==> config.mk <==
export PLATFORM = sky130hd
export DESIGN_NAME = vc_flit_fifo
export DESIGN_NICKNAME = d
export VERILOG_FILES = /design/src/rtl/vc_flit_fifo.sv
export SDC_FILE = /design/constraint.sdc
export NUM_CORES = 2
export LEC_CHECK = 0
export CAP_MARGIN = 20
export CORE_MARGIN = 2
export CORE_UTILIZATION = 65
export DETAILED_ROUTE_END_ITERATION = 10
export DONT_BUFFER_PORTS = 1
export PLACE_DENSITY = 0.81
export REMOVE_ABC_BUFFERS = 1
export SETUP_SLACK_MARGIN = 0.4
export SYNTH_ARGS = -nofsm -noshare
export SYNTH_HDL_FRONTEND = slang
export SYNTH_SLANG_ARGS = --single-unit
==> constraint.sdc <==
create_clock -name clk -period 11 [get_ports clk]
set_clock_uncertainty 0.2 [all_clocks]
set_input_delay 2.2 -clock clk [delete_from_list [all_inputs] [get_ports clk]]
set_output_delay 2.2 -clock clk [all_outputs]
set_load 0.005 [all_outputs]
==> src/rtl/vc_flit_fifo.sv <==
// vc_flit_fifo: multi-VC flit buffer. NUM_VC FIFO queues share one memory.
// Incoming flits whose valid bit is clear are dropped. Non-empty VCs are
// round-robined onto a single registered valid/ready output stage.
// Ports:
//   clk, rst               clock, synchronous active-high reset
//   wr_en/wr_vc/wr_data    write strobe, target VC, flit to store
//   full/afull/empty       per-VC status, decoded from the registered counts
//   vc_count               packed per-VC counts, LG_DEPTH+1 bits each
//   out_valid/out_data/out_vc/out_ready   registered output handshake
//   ovf_err                sticky flag: a write was attempted to a full VC
module vc_flit_fifo #(
  parameter int unsigned FLIT_W    = 85,
  parameter int unsigned VALID_POS = 81,
  parameter int unsigned LG_VC     = 1,
  parameter int unsigned LG_DEPTH  = 4,
  parameter int unsigned AFULL_TH  = (1 << LG_DEPTH) - 2,
  localparam int unsigned NUM_VC   = 1 << LG_VC,
  localparam int unsigned DEPTH    = 1 << LG_DEPTH,
  localparam int unsigned CW       = LG_DEPTH + 1
) (
  input  logic                 clk,
  input  logic                 rst,
  input  logic                 wr_en,
  input  logic [LG_VC-1:0]     wr_vc,
  input  logic [FLIT_W-1:0]    wr_data,
  output logic [NUM_VC-1:0]    full,
  output logic [NUM_VC-1:0]    afull,
  output logic [NUM_VC-1:0]    empty,
  output logic [NUM_VC*CW-1:0] vc_count,
  output logic                 out_valid,
  output logic [FLIT_W-1:0]    out_data,
  output logic [LG_VC-1:0]     out_vc,
  input  logic                 out_ready,
  output logic                 ovf_err
);

  logic [FLIT_W-1:0]   mem_q [NUM_VC*DEPTH];
  logic [LG_DEPTH-1:0] wr_ptr_q [NUM_VC];
  logic [LG_DEPTH-1:0] wr_ptr_d [NUM_VC];
  logic [LG_DEPTH-1:0] rd_ptr_q [NUM_VC];
  logic [LG_DEPTH-1:0] rd_ptr_d [NUM_VC];
  logic [CW-1:0]       cnt_q [NUM_VC];
  logic [CW-1:0]       cnt_d [NUM_VC];

  logic [LG_VC-1:0]  last_q, last_d;
  logic              out_valid_q, out_valid_d;
  logic [FLIT_W-1:0] out_data_q, out_data_d;
  logic [LG_VC-1:0]  out_vc_q, out_vc_d;
  logic              ovf_q, ovf_d;

  logic              push, wr_drop, load, pop, grant_found;
  logic [LG_VC-1:0]  grant_vc, cand;
  logic [FLIT_W-1:0] head_data;

  // Status flags are pure decodes of the registered counts.
  always_comb begin
    full     = '0;
    afull    = '0;
    empty    = '0;
    vc_count = '0;
    for (int v = 0; v < NUM_VC; v++) begin
      full[v]              = (cnt_q[v] == CW'(DEPTH));
      afull[v]             = (cnt_q[v] >= CW'(AFULL_TH));
      empty[v]             = (cnt_q[v] == '0);
      vc_count[v*CW +: CW] = cnt_q[v];
    end
  end

  // Round-robin: first non-empty VC after the last grant, cyclically.
  always_comb begin
    grant_found = 1'b0;
    grant_vc    = '0;
    cand        = '0;
    for (int i = 1; i <= NUM_VC; i++) begin
      cand = last_q + LG_VC'(i);
      if (!grant_found && !empty[cand]) begin
        grant_found = 1'b1;
        grant_vc    = cand;
      end
    end
  end

  assign push      = wr_en && wr_data[VALID_POS] && !full[wr_vc];
  assign wr_drop   = wr_en && wr_data[VALID_POS] && full[wr_vc];
  assign load      = !out_valid_q || out_ready;
  assign pop       = load && grant_found;
  assign head_data = mem_q[{grant_vc, rd_ptr_q[grant_vc]}];

  // Next-state for pointers, counts and the output stage.
  always_comb begin
    out_valid_d = out_valid_q;
    out_data_d  = out_data_q;
    out_vc_d    = out_vc_q;
    last_d      = last_q;
    ovf_d       = ovf_q | wr_drop;
    for (int v = 0; v < NUM_VC; v++) begin
      wr_ptr_d[v] = wr_ptr_q[v];
      rd_ptr_d[v] = rd_ptr_q[v];
      cnt_d[v]    = cnt_q[v];
      if (push && (wr_vc == LG_VC'(v))) begin
        wr_ptr_d[v] = wr_ptr_q[v] + 1'b1;
      end
      if (pop && (grant_vc == LG_VC'(v))) begin
        rd_ptr_d[v] = rd_ptr_q[v] + 1'b1;
      end
      // Simultaneous push and pop on one VC leaves its count unchanged.
      cnt_d[v] = cnt_q[v] + CW'(push && (wr_vc == LG_VC'(v)))
                          - CW'(pop && (grant_vc == LG_VC'(v)));
    end
    if (load) begin
      out_valid_d = grant_found;
    end
    if (pop) begin
      out_data_d = head_data;
      out_vc_d   = grant_vc;
      last_d     = grant_vc;
    end
  end

  // Control state.
  always_ff @(posedge clk) begin
    if (rst) begin
      for (int v = 0; v < NUM_VC; v++) begin
        wr_ptr_q[v] <= '0;
        rd_ptr_q[v] <= '0;
        cnt_q[v]    <= '0;
      end
      last_q      <= LG_VC'(NUM_VC - 1);
      out_valid_q <= 1'b0;
      out_data_q  <= '0;
      out_vc_q    <= '0;
      ovf_q       <= 1'b0;
    end else begin
      for (int v = 0; v < NUM_VC; v++) begin
        wr_ptr_q[v] <= wr_ptr_d[v];
        rd_ptr_q[v] <= rd_ptr_d[v];
        cnt_q[v]    <= cnt_d[v];
      end
      last_q      <= last_d;
      out_valid_q <= out_valid_d;
      out_data_q  <= out_data_d;
      out_vc_q    <= out_vc_d;
      ovf_q       <= ovf_d;
    end
  end

  // Shared flit storage; left unreset because empty slots are never read.
  always_ff @(posedge clk) begin
    if (push) begin
      mem_q[{wr_vc, wr_ptr_q[wr_vc]}] <= wr_data;
    end
  end

  assign out_valid = out_valid_q;
  assign out_data  = out_data_q;
  assign out_vc    = out_vc_q;
  assign ovf_err   = ovf_q;

endmodule

==> flow_metrics.tcl <==
set metrics [dict create \
    status "finished, final reports clean" \
    vias 69600 \
    r2r_end "out_data[83]$_SDFFE_PP0P_" \
    fmax_mhz 148 \
    cp-start-kind "flip-flop" \
    dr.first_iter.drc_count 12300 \
    core-area_mm2 0.168 \
    die_h_um 415 \
    numCtsBuffers 287 \
    clock_latency_ns 0.93 \
    cts_root_buffer "clkbuf_16" \
    synth_top_area_share_pct 74.3 \
    critPathMostFrequentCell "buf_4" \
    grt_pass1_vias 69200 \
    vias_per_cell 7.28 \
    worstPathMaxFanout 149 \
    ys_ff_latch 2835 \
    setup_viol_count_final 0 \
    fin_crit_sh_pct 61.3 \
    nNetsFinal 7267 \
    synth_top_family_by_area "compound AO/OA/AOI/OAI gates" \
    slowest_delay_ns 0.77 \
    synth_largest_area_cell "edfxtp_1" \
    synth_edf_count 2720 \
    crit_path_cell_trace "inv_1 -> ha_1 -> or4b_1 -> clkinv_2 -> a2bb2oi_4 -> buf_12 -> nand2_8 -> buf_4 -> buf_4 -> buf_4 -> mux2i_1 -> a211oi_1 -> a2111oi_2 -> a31oi_1" \
    power_per_cell_area_mw_per_mm2 249 \
    cts_hold_buf 0 \
    startpoint "cnt_q[0][7]$_SDFF_PP0_" \
    clock_sinks 2835 \
    grt_use_total_pct 36.3 \
    place_congestion 0.831 \
    die_area_mm2 0.172 \
    overflow 0 \
    cp.arrival_ns 7.32 \
    clk_path_buf_depth 4 \
    placementRows 150 \
    hold_viol 0 \
    r2r_cells 14 \
    h-tree-depth 5 \
    ys_warn_count 0 \
    synth-xor-area-share_pct 0.127 \
    r2r-start "cnt_q[0][7]$_SDFF_PP0_" \
    clk_pin_slew_ns 0.06 \
    grt_max_degree 183 \
    cts_setup_buffers 0 \
    grt_pass1_wl_mm 455 \
    crit_end "out_data[83]$_SDFFE_PP0P_" \
    drcViolationCount 0 \
    synth-simple-area-share_pct 8.11 \
    area_delta_synth_final_pct 9.84 \
    cts_tree "yes" \
    cp.required_ns 11.58 \
    worst_pin_slew_ns 1.28 \
    drt-total-wl_mm 317 \
    period_minus_slack_ns 6.74 \
    power_leakage_nw 38.4 \
    synthArstFlopShare_pct 0 \
    worstSetupEndpointType "flip-flop" \
    yosys-top-cells-count "2720 x edfxtp_1, 1218 x nand2_1, 509 x a211oi_1" \
    cts_resized 0 \
    yosys-top-cells-area "edfxtp_1 74%, nand2_1 4.2%, a211oi_1 3.5%" \
    path_class "flip-flop to flip-flop" \
    antenna_found_initial 11 \
    max_slew_margin_pct 14.9 \
    wire_per_inst_um 33.1 \
    min_path_type "flip-flop to flip-flop" \
    synth_mux_area_share_pct 2.40 \
    regArea_mm2 0.0840 \
    die_w_um 415 \
    yosysSeqAreaShare_pct 76.4 \
    multi_input_comb_area_mm2 0.0237 \
    synthAdderAreaFrac_pct 0.287 \
    antenna_left 0 \
    fillers 9423 \
    cp_slowest_cell "buf_4" \
    final_cell_area_mm2 0.121 \
    r2r_slack_ns 4.26 \
    portBuffers 0 \
    fin_cells 9559 \
    synthesis.area_mm2 0.110 \
    start_util_pct 65.6 \
    rsz0062_at_grt "false" \
    final_max_slew_viol_count 0 \
    synth_most_common_cell "edfxtp_1" \
    ioPinCount 194 \
    placed_cell_area_mm2 0.112 \
    firstDrtPassIters 9 \
    synthCells 7263 \
    synth_compound_area_share_pct 10.2 \
    synth_ff_type "edfxtp_1" \
    yosysUniqueCellTypes 74 \
    syn_avg_cell_area_um2 15.1 \
    dp_cells 9065 \
    irDropWorstVdd_mv 0.333 \
    cap_violations 0 \
    dp_hpwl_mm 151 \
    layout-drive-gt1-share_pct 8.76 \
]
## metrics by stage
step                      TNS (ns)  total power, W  hold slack [ns]  utilization, %  worst slack (ns)
after floorplan            -835.29          0.0183            0.261               -            -11.75
after global placement           0          0.0201            0.290            66.6              4.76
after detailed placement         0          0.0204            0.308            66.7              4.62
after CTS                        0          0.0298            0.322            72.0              4.46
after global routing             0          0.0309            0.352            72.1              4.09
final                            0          0.0301            0.324            72.1              4.26
## cell families (layout without fill, tap and decap cells)
group,count (synthesis),count (layout)
AOI/OAI and AO/OA,1591,1591
xor gates and xnor gates,16,16
adders and majority gates,24,24
buffers and inverters,561,652
DFF,2835,2835
muxes,258,258
other,0,1
and+or+nand+nor,1978,1978
## routing by layer
metal | part of all wire [%] | up-vias | GRT usage, % | wire length [um]
met1 | 32 | 33700 | 44.7 | 101000
met5 | 0.068 | - | 0 | 214
met3 | 14 | 1489 | 9.52 | 44900
li1 | - | 28200 | - | -
met2 | 46 | 6109 | 57.2 | 147000
met4 | 7.6 | 20 | 24.0 | 24200
## worst max-delay path: cells and delay by family, from the launching register on
family | cells | cell delay (ns)
multiplexers | 1 | 0.29
adder cells (fa/ha/maj) | 1 | 0.16
AND/OR/NAND/NOR | 2 | 1.46
flip-flops | 1 | 0.38
buffers and inverters | 6 | 2.94
AO/OA/AOI/OAI | 4 | 0.93
## cell type report
class | instances | area share (%)
inverters | 24 | 0.0901
well taps | 2204 | 2.28
repair buffers | 138 | 1.05
clock inverters | 98 | 0.900
clock buffers | 392 | 6.55
diodes | 1 | 0.00207
multi-input cells | 3867 | 19.6
flip-flops and latches | 2835 | 69.5
## worst min-delay path by stage
stage                                           start                           to  slack [ns]  cells past startpoint
final                              ovf_err$_SDFF_PP0_           ovf_err$_SDFF_PP0_        0.32                      2
after global routing      wr_ptr_q[0][3]$_SDFFE_PP0P_  wr_ptr_q[0][3]$_SDFFE_PP0P_        0.35                      2
after CTS                          ovf_err$_SDFF_PP0_           ovf_err$_SDFF_PP0_        0.32                      2
after detailed placement           ovf_err$_SDFF_PP0_           ovf_err$_SDFF_PP0_        0.31                      2
after global placement             ovf_err$_SDFF_PP0_           ovf_err$_SDFF_PP0_        0.29                      2
after floorplan                    ovf_err$_SDFF_PP0_           ovf_err$_SDFF_PP0_        0.26                      2
## state kept, by name (all words and copies together) (netlist names)
register,count
mem_q,2720
wr_ptr_q,8
last_q,1
ovf_err,1
out_vc,1
out_data,85
rd_ptr_q,8
cnt_q,10
out_valid,1
## power by group
group | switching (W) | total (W) | internal [W]
registers | 0.000244 | 0.0122 | 0.0120
clock network | 0.00393 | 0.00950 | 0.00558
logic | 0.00595 | 0.00837 | 0.00241
total | 0.0101 | 0.0301 | 0.0200
## placed cells by master (no fill, tap or decap), types with 24 or more instances in the layout
cell / Yosys / final
a22oi_1: 86 / 86
a31oi_1: 293 / 293
a211oi_1: 509 / 508
nand2_1: 1218 / 1209
bufinv_16: 0 / 24
buf_4: 30 / 119
nor4_1: 31 / 31
a21oi_1: 268 / 268
clkinv_2: 1 / 27
clkbuf_16: 0 / 294
a221oi_1: 45 / 45
nand3_1: 201 / 201
a311oi_1: 38 / 38
o221ai_1: 24 / 24
mux2_2: 35 / 35
a41oi_1: 38 / 38
nor2_4: 0 / 37
and3_1: 383 / 383
clkinv_1: 0 / 37
nor2_1: 74 / 38
a32oi_1: 83 / 83
o22ai_1: 47 / 47
edfxtp_1: 2720 / 2720
clkbuf_1: 232 / 80
o21ai_0: 74 / 74
mux2i_1: 222 / 222
dfxtp_1: 115 / 114
Note: power is estimated with default switching activity, not from simulation.
